==> src/rtl/cheshire_soc_fixture.sv <==
// cheshire_soc_fixture: SoC-side bring-up harness (reset sequencer, boot strap, EOC register, UART RX monitor, HDMI hsync)
// Ports: clk_i/rst_i (sync, active-high); boot_mode_i/_o strap and latched copy; soc_rst_o/reset_done_o SoC reset;
//   reg_* register port (0 SCRATCH/EOC, 1 BOOT, 2 STATUS, 3 reserved); eoc_o/exit_code_o program result;
//   uart_rx_i and uart_* 8N1 receiver outputs; axi2hdmi_hsync_o active-low horizontal sync.
// Build option: define CHESHIRE_FIXTURE_HSYNC_EN to build the hsync pixel counter, otherwise hsync is tied high.
module cheshire_soc_fixture #(
  parameter int ResetCycles = 16,
  parameter int ClkPerBit   = 16,
  parameter int HActive     = 640,
  parameter int HFront      = 16,
  parameter int HSync       = 96,
  parameter int HBack       = 48
) (
  input  logic        clk_i,
  input  logic        rst_i,
  input  logic [1:0]  boot_mode_i,
  output logic [1:0]  boot_mode_o,
  output logic        soc_rst_o,
  output logic        reset_done_o,
  input  logic        reg_valid_i,
  input  logic        reg_write_i,
  input  logic [1:0]  reg_addr_i,
  input  logic [31:0] reg_wdata_i,
  output logic        reg_ready_o,
  output logic [31:0] reg_rdata_o,
  output logic        eoc_o,
  output logic [31:0] exit_code_o,
  input  logic        uart_rx_i,
  output logic        uart_reading_byte_o,
  output logic [7:0]  uart_byte_o,
  output logic        uart_byte_valid_o,
  output logic        axi2hdmi_hsync_o
);
  localparam int RW = $clog2(ResetCycles + 1);
  localparam int CW = $clog2(ClkPerBit);
  localparam int HTotal = HActive + HFront + HSync + HBack;
  typedef enum logic [1:0] {IDLE, START, DATA, STOP} uart_state_e;
  logic [RW-1:0] rst_cnt;
  logic [31:0] scratch;
  logic [2:0] rx_sync;
  uart_state_e state_q, state_d;
  logic [CW-1:0] cnt_q, cnt_d;
  logic [2:0] bit_q, bit_d;
  logic [7:0] shift_q, shift_d;
  logic byte_ok;
  logic scratch_wr;
  logic rx;
  assign reg_ready_o = reg_valid_i;
  assign scratch_wr = reg_valid_i & reg_write_i & (reg_addr_i == 2'd0);
  assign rx = rx_sync[1];
  assign uart_reading_byte_o = state_q != IDLE;
  always_comb
    reg_rdata_o = reg_addr_i == 2'd0 ? scratch :
                  reg_addr_i == 2'd1 ? {30'b0, boot_mode_o} :
                  reg_addr_i == 2'd2 ? {29'b0, uart_reading_byte_o, eoc_o, reset_done_o} : '0;
  always_ff @(posedge clk_i) begin
    if (rst_i) begin
      boot_mode_o  <= boot_mode_i;
      soc_rst_o    <= 1'b1;
      reset_done_o <= 1'b0;
      rst_cnt      <= '0;
    end else if (soc_rst_o) begin
      if (rst_cnt == RW'(ResetCycles - 1)) begin
        soc_rst_o    <= 1'b0;
        reset_done_o <= 1'b1;
      end else rst_cnt <= rst_cnt + 1'b1;
    end
  end
  always_ff @(posedge clk_i) begin
    if (rst_i) begin
      scratch     <= '0;
      eoc_o       <= 1'b0;
      exit_code_o <= '0;
    end else if (scratch_wr) begin
      scratch <= reg_wdata_i;
      if (reg_wdata_i[0]) begin
        eoc_o       <= 1'b1;
        exit_code_o <= {1'b0, reg_wdata_i[31:1]};
      end
    end
  end
  // rx_sync[2] is the previous synchronized sample, used only for falling-edge detection
  always_comb begin
    state_d = state_q;
    cnt_d   = cnt_q + 1'b1;
    bit_d   = bit_q;
    shift_d = shift_q;
    byte_ok = 1'b0;
    unique case (state_q)
      IDLE: begin
        cnt_d = '0;
        if (!rx && rx_sync[2]) state_d = START;
      end
      START: if (cnt_q == CW'(ClkPerBit / 2 - 1)) begin
        cnt_d   = '0;
        state_d = rx ? IDLE : DATA;
      end
      DATA: if (cnt_q == CW'(ClkPerBit - 1)) begin
        cnt_d   = '0;
        shift_d = {rx, shift_q[7:1]};
        bit_d   = bit_q + 1'b1;
        if (bit_q == 3'd7) state_d = STOP;
      end
      STOP: if (cnt_q == CW'(ClkPerBit - 1)) begin
        cnt_d   = '0;
        state_d = IDLE;
        byte_ok = rx;
      end
      default: state_d = IDLE;
    endcase
  end
  always_ff @(posedge clk_i) begin
    if (rst_i) begin
      rx_sync           <= 3'b111;
      state_q           <= IDLE;
      cnt_q             <= '0;
      bit_q             <= '0;
      shift_q           <= '0;
      uart_byte_o       <= '0;
      uart_byte_valid_o <= 1'b0;
    end else begin
      rx_sync           <= {rx_sync[1:0], uart_rx_i};
      state_q           <= state_d;
      cnt_q             <= cnt_d;
      bit_q             <= bit_d;
      shift_q           <= shift_d;
      uart_byte_valid_o <= byte_ok;
      if (byte_ok) uart_byte_o <= shift_q;
    end
  end
`ifdef CHESHIRE_FIXTURE_HSYNC_EN
  localparam int PW = $clog2(HTotal);
  logic [PW-1:0] pix_q, pix_d;
  always_comb pix_d = pix_q == PW'(HTotal - 1) ? '0 : pix_q + 1'b1;
  // hsync is decoded from the next count so it lines up with the registered counter
  always_ff @(posedge clk_i) begin
    if (rst_i) begin
      pix_q            <= '0;
      axi2hdmi_hsync_o <= 1'b1;
    end else if (reset_done_o) begin
      pix_q            <= pix_d;
      axi2hdmi_hsync_o <= !(pix_d >= PW'(HActive + HFront) && pix_d < PW'(HActive + HFront + HSync));
    end
  end
`else
  // constant 1 for any legal line timing
  assign axi2hdmi_hsync_o = HTotal != 0;
`endif
endmodule

==> config.mk <==
export PLATFORM = sky130hd
export DESIGN_NAME = cheshire_soc_fixture
export DESIGN_NICKNAME = d
export VERILOG_FILES = /design/src/rtl/cheshire_soc_fixture.sv
export SDC_FILE = /design/constraint.sdc
export NUM_CORES = 1
export LEC_CHECK = 0
export ABC_CLOCK_PERIOD_IN_PS = 4600
export BUFFER_PORTS_ARGS = -buffer_cell sky130_fd_sc_hd__buf_2
export CORE_MARGIN = 2
export CORE_UTILIZATION = 55
export CTS_CLUSTER_SIZE = 30
export DETAILED_ROUTE_END_ITERATION = 8
export GPL_TIMING_DRIVEN = 0
export PLACE_DENSITY = 0.84
export SKIP_LAST_GASP = 1
export SYNTH_ARGS = -nofsm -noshare
export SYNTH_HDL_FRONTEND = slang
export SYNTH_SLANG_ARGS = --single-unit
==> constraint.sdc <==
create_clock -name clk_i -period 4.6 [get_ports clk_i]
set_input_delay 0.46 -clock clk_i [delete_from_list [all_inputs] [get_ports clk_i]]
set_output_delay 0.46 -clock clk_i [all_outputs]
set_load 0.03 [all_outputs]
After elaboration in Yosys (flattened, before gate mapping)
Cells that the tools add are included.
{"block": "word_totals", "ff_bits": 102, "output_inout_bits": 81}
{"block": "classes", "addsub": 3, "eq_ne": 14, "n_mux": 17, "n_bitwise": 3, "reduce_logical": 11}
{"cell": "32-bit two-way mux", "n": 1}
{"cell": "2-bit two-way mux", "n": 6}
{"cell": "4-bit case mux with 3 select lines", "n": 1}
{"cell": "2-bit inequality test (second input constant)", "n": 5}
{"cell": "4-bit two-way mux", "n": 2}
{"cell": "2-bit case mux with 4 select lines", "n": 1}
{"cell": "2-bit AND reduction", "n": 4}
{"cell": "2-bit equality test (second input constant)", "n": 3}
{"cell": "3-bit two-way mux", "n": 2}
{"cell": "5-bit by 1-bit adder with 5-bit output (second input constant)", "n": 1}
{"cell": "5-bit by 4-bit equality test with 1-bit output (second input constant)", "n": 1}
{"cell": "5-bit AND reduction", "n": 1}
{"cell": "4-bit by 1-bit adder with 4-bit output (second input constant)", "n": 1}
{"cell": "2-bit by 1-bit equality test with 1-bit output (second input constant)", "n": 2}
{"cell": "4-bit by 3-bit equality test with 1-bit output (second input constant)", "n": 1}
{"cell": "4-bit equality test (second input constant)", "n": 1}
{"cell": "2-bit logical NOT", "n": 2}
{"cell": "1-bit two-way mux", "n": 4}
{"cell": "3-bit by 1-bit adder with 3-bit output (second input constant)", "n": 1}
{"cell": "3-bit equality test (second input constant)", "n": 1}
{"cell": "1-bit bitwise AND", "n": 2}
{"cell": "2-bit nonzero test", "n": 1}
{"cell": "2-bit OR reduction", "n": 1}
{"cell": "1-bit logical AND", "n": 1}
{"cell": "other kinds (2)", "n": 2}

Depth between registers and ports, before layout
{"block": "logic_depth", "depth_word": 4, "mapped_depth": 7, "depth_no_buf": 6}

Least setup slack after synthesis
OpenSTA, ideal clock, no wires.
{"block": "synth_path", "path_kind": "input port to output port", "from": "input port reg_addr_i[0]", "to": "output port reg_rdata_o[21]", "t_arrival_ns": 1.415, "t_required_ns": 4.140, "slack_ns": 2.725, "cell_stages": 5, "n_path_buf": 3, "cell_sequence": "buf_6 nor2_1 clkbuf_1 clkbuf_1 and2_1"}
{"block": "synth_between", "elab_chain_len": 2}
{"item": "start, declared", "line": "22", "text": "input logic [1:0] reg_addr_i,"}
{"item": "2-bit logical NOT", "line": "53", "text": "reg_rdata_o = reg_addr_i == 2'd0 ? scratch :"}
{"item": "32-bit two-way mux", "line": "53"}
{"item": "end, declared", "line": "25", "text": "output logic [31:0] reg_rdata_o,"}
Every way passes these cells.

Worst setup path after layout
{"block": "layout_path", "from": "input port reg_addr_i[1]", "to": "output port reg_rdata_o[22]"}
Same word-level chain as after synthesis.

==> impl_summary.md <==
Floorplanning
The I/O pin count is around 120. The full die area is 8295 um^2. The floorplan step set the die height to just over 90 um. The core region is 7292 um^2. The effective utilization at floorplan is 0.5719. The die width is between 90 and 100 um. Row generation in the floorplan step produced 31 rows.

Cells and area
The number of antenna repair diodes is 0. The fraction of layout cells with a size suffix above 1 is 0.2659. After the last flow step, the layout net total stands at 655. Relative to the synthesized area, the layout overhead comes to 22.56%. The final design instance area without fill is approximately 5100 um^2.

Critical path
Along the worst path, the maximum fanout reaches 10. The worst register-to-register path begins at rst_cnt[0]. The worst endpoint data arrival time is 1.94 ns. The most critical setup path has its startpoint at reg_addr_i[1]. Measured in cells, the most critical reg-to-reg path has a length of 7. At the worst endpoint, the required time is 4.14 ns. The endpoint class of the critical path is a primary output. The worst setup path is launched from an input pin. The critical path is of the input pin to primary output type.

GRT
For this run, the total global-route usage over all layers was measured as 0.2455. The via count of the first global-routing pass is 3629. The wire length of the first global-routing pass is 16.74 mm. The number of antenna violations at the first check in global routing came to 0. The pin count of the biggest net entering global routing is 16.

After global routing the overflow that remains totals 0.

Power and ir drop
The final total power is ~0.0017 W. The internal cell power is 0.001297 W. Of the total power, the clock network draws 0.383. The total power per unit cell area is between 300 and 400 nW/um^2.

Of the total power, the share spent switching nets is 0.2302. The static leakage power is ~2.2 nW. The maximum resistive drop on vdd is 0.0002008 V. The share of total power in combinational logic is 0.078. The analysis attributes to net switching a power of 0.0003878 W. The share of total power dissipated in sequential elements is 0.539.

Synthesis
Dividing the synthesized area by the synthesized cell count gives 8.670 um^2. In the synthesized netlist the dominant register cell turns out to be dfxtp_1. The net count after synthesis is 527.

The commonest cells after synthesis are dfxtp_1 (100), a21oi_1 (69), nand2_1 (67). The Yosys step of the flow raised 0 warnings. The register area share after synthesis is 0.4944.

The number of flops mapped to enable cells by yosys is 2. The number of synthesized register bits is 102. After synthesis, the cell types taking the most area are dfxtp_1 (48%), a21oi_1 (8.3%), nand2_1 (6.0%). The netlist uses 39 different library cells. By instance count, the leading cell after synthesis is dfxtp_1. The synthesized design spends more area on one cell type than any other, namely dfxtp_1. The fraction of registers with async set or reset after synthesis is 0. After technology mapping, the gate count stands at 481. The portion of synthesized cell area occupied by the leading cell type is 0.4800. The synthesized netlist occupies a cell area of about 4200 um^2.

Route
The routed wirelength normalized by instance count is 14.30 um. The detail-routed via count per cell is 5.270. The detailed router put a total of 4.284 mm of wire on met1. The number of optimization iterations in the first detailed-route pass is 4. The number of vias after detailed routing is 3752. The uppermost metal layer occupied by signal nets is met4. The first-iteration detailed-routing DRC count is roughly 180.

After detailed routing, the met3 layer carries about 590 um of wire. Wires add up to between 10 and 15 mm. The detail route stage leaves a number of antenna-violating nets equal to 0.

In the detailed route, the total length drawn on met2 is roughly 5.1 mm. After detailed routing, the number of remaining DRC violations is 0.

Hold path
The cell depth of the worst hold path is 1. The hold path startpoint is boot_mode_i[1]. The worst hold path belongs to the class input pin to flip-flop.

Placed design
After detailed placement, the total cell area comes to 4880 um^2. The congestion estimate from routability-driven global placement came to 0.8887. The HPWL after detailed placement is 7.617 mm. The count of input and output buffers is 117. OpenSTA, run right after detailed placement, puts the worst setup slack at ~2.3 ns.

STA
The post-layout minimum cycle time is 2.396 ns. The number of failing setup endpoints in the final timing report is 0. The number of hold-slack violations in the final timing report is 0.

Across all hold checks on the routed design, the worst slack comes to roughly 0.27 ns. The actual slew at the worst max-slew pin is 0.5203 ns. The final max-slew violation count is 0. For this run, the top clock speed supported by timing is between 400 and 500 MHz. Across all setup checks in the final design, the least slack found is approximately 2.2 ns. Adding up every negative setup slack in the final design gives 0 ns.

The max-slew headroom at the worst pin is 0.6531. The final cycle utilization of the critical path is 0.5208. Setup repair after global routing left no endpoint under its margin. The worst clock skew on the final layout is 0.008371 ns.

Clock tree
The maximum buffer depth of the clock tree is 2. The level count of the clock H-tree is 3. After clock tree synthesis, the clock-pin slew on the worst setup and hold paths is 0.09 ns. TritonCTS built the clock tree. The number of buffers inserted to repair setup after CTS is 0. The count of instances resized after the clock tree is built is 0. CTS saw 102 sinks. TritonCTS created 9 clock buffers. In this run, post-CTS hold repair placed 0 buffers. The source-to-sink clock delay at the later pin of the worst-skew pair is ~0.36 ns. The clock tree root buffer cell is clkbuf_8.

Status
The run finished with clean final reports.

Flow run
Across the run, the number of max-cap violations was 0.
## worst max-delay path, cell delays in order
cell and delay, ns:
buf_2 0.14, nor2_1 0.18, clkbuf_1 0.34, clkbuf_1 0.38
and2_1 0.22, buf_2 0.21
## cell families (layout without fill, tap and decap cells)
family,after synthesis,count (layout),share of synthesized area
buffers and inverters,49,181,0.06450
AOI/OAI and AO/OA,111,111,0.1380
adders and majority gates,5,5,0.01500
muxes,21,21,0.05100
xor gates and xnor gates,4,4,0.008402
DFF,102,102,0.4945
other,2,2,0.001801
and+or+nand+nor,187,187,0.2268
## cell type report
class	count	area [um^2]
fill	617	2181
clock inverter	3	65.06
sequential	102	2062
timing repair buffer	117	585.6
inverter	5	18.77
buffer	44	250.2
tap	99	123.9
clock buffer	12	166.4
multi-input combinational	330	1839
## power groups by stage
stage          combinational [W]  clock, W  sequential (W)
2_1_floorplan          0.0000704         0        0.000937
3_3_place_gp            0.000128         0        0.000928
3_5_place_dp            0.000131         0        0.000929
4_1_cts                 0.000131  0.000652        0.000909
5_1_grt                 0.000143  0.000684        0.000911
6_report                0.000131  0.000645        0.000909
## routing by layer
layer	track usage	vias to the layer above
met5	0	-
met3	0.04564	19
met4	0.08460	0
li1	-	1862
met1	0.2962	1751
met2	0.4370	120
## layout by cell type, fill, tap and decap left out, drive strengths merged, types with 2 or more instances in the layout
master / count
nand4b: 2
or2: 5
edfxtp: 2
a21oi: 69
nor2b: 5
bufinv: 2
nand4: 2
nor2: 13
nand2: 67
o21ai: 35
nand2b: 20
ha: 5
xnor2: 3
mux2i: 19
clkbuf: 35
nand3: 33
dfxtp: 100
buf: 138
nand3b: 2
a211oi: 3
and3: 2
mux2: 2
and2: 29
inv: 5
nor3: 4
conb: 2
## worst paths after layout
check / endpoint / slack [ns]
setup / recovery: reg_rdata_o[22] / 2.20
hold / removal: boot_mode_o[1] / 0.27
setup reg to reg: rst_cnt[3] / 2.75
hold reg to reg: rx_sync[1] / 0.42
## state kept, by name (all words and copies together) (netlist names), named ones only
signal             cells
rst_cnt                5
boot_mode_o            2
soc_rst_o              1
scratch               32
reset_done_o           1
uart_byte_o            8
rx_sync                3
shift_q                8
bit_q                  3
exit_code_o           31
uart_byte_valid_o      1
eoc_o                  1
state_q                1
cnt_q                  4
## through the flow
step / utilization / std cells
2_1_floorplan: - / 481
3_3_place_gp: 0.6692 / 697
3_5_place_dp: 0.6692 / 697
4_1_cts: 0.7009 / 712
5_1_grt: 0.7009 / 712
6_report: 0.7009 / 712
Power figures use the tool's default switching activity.
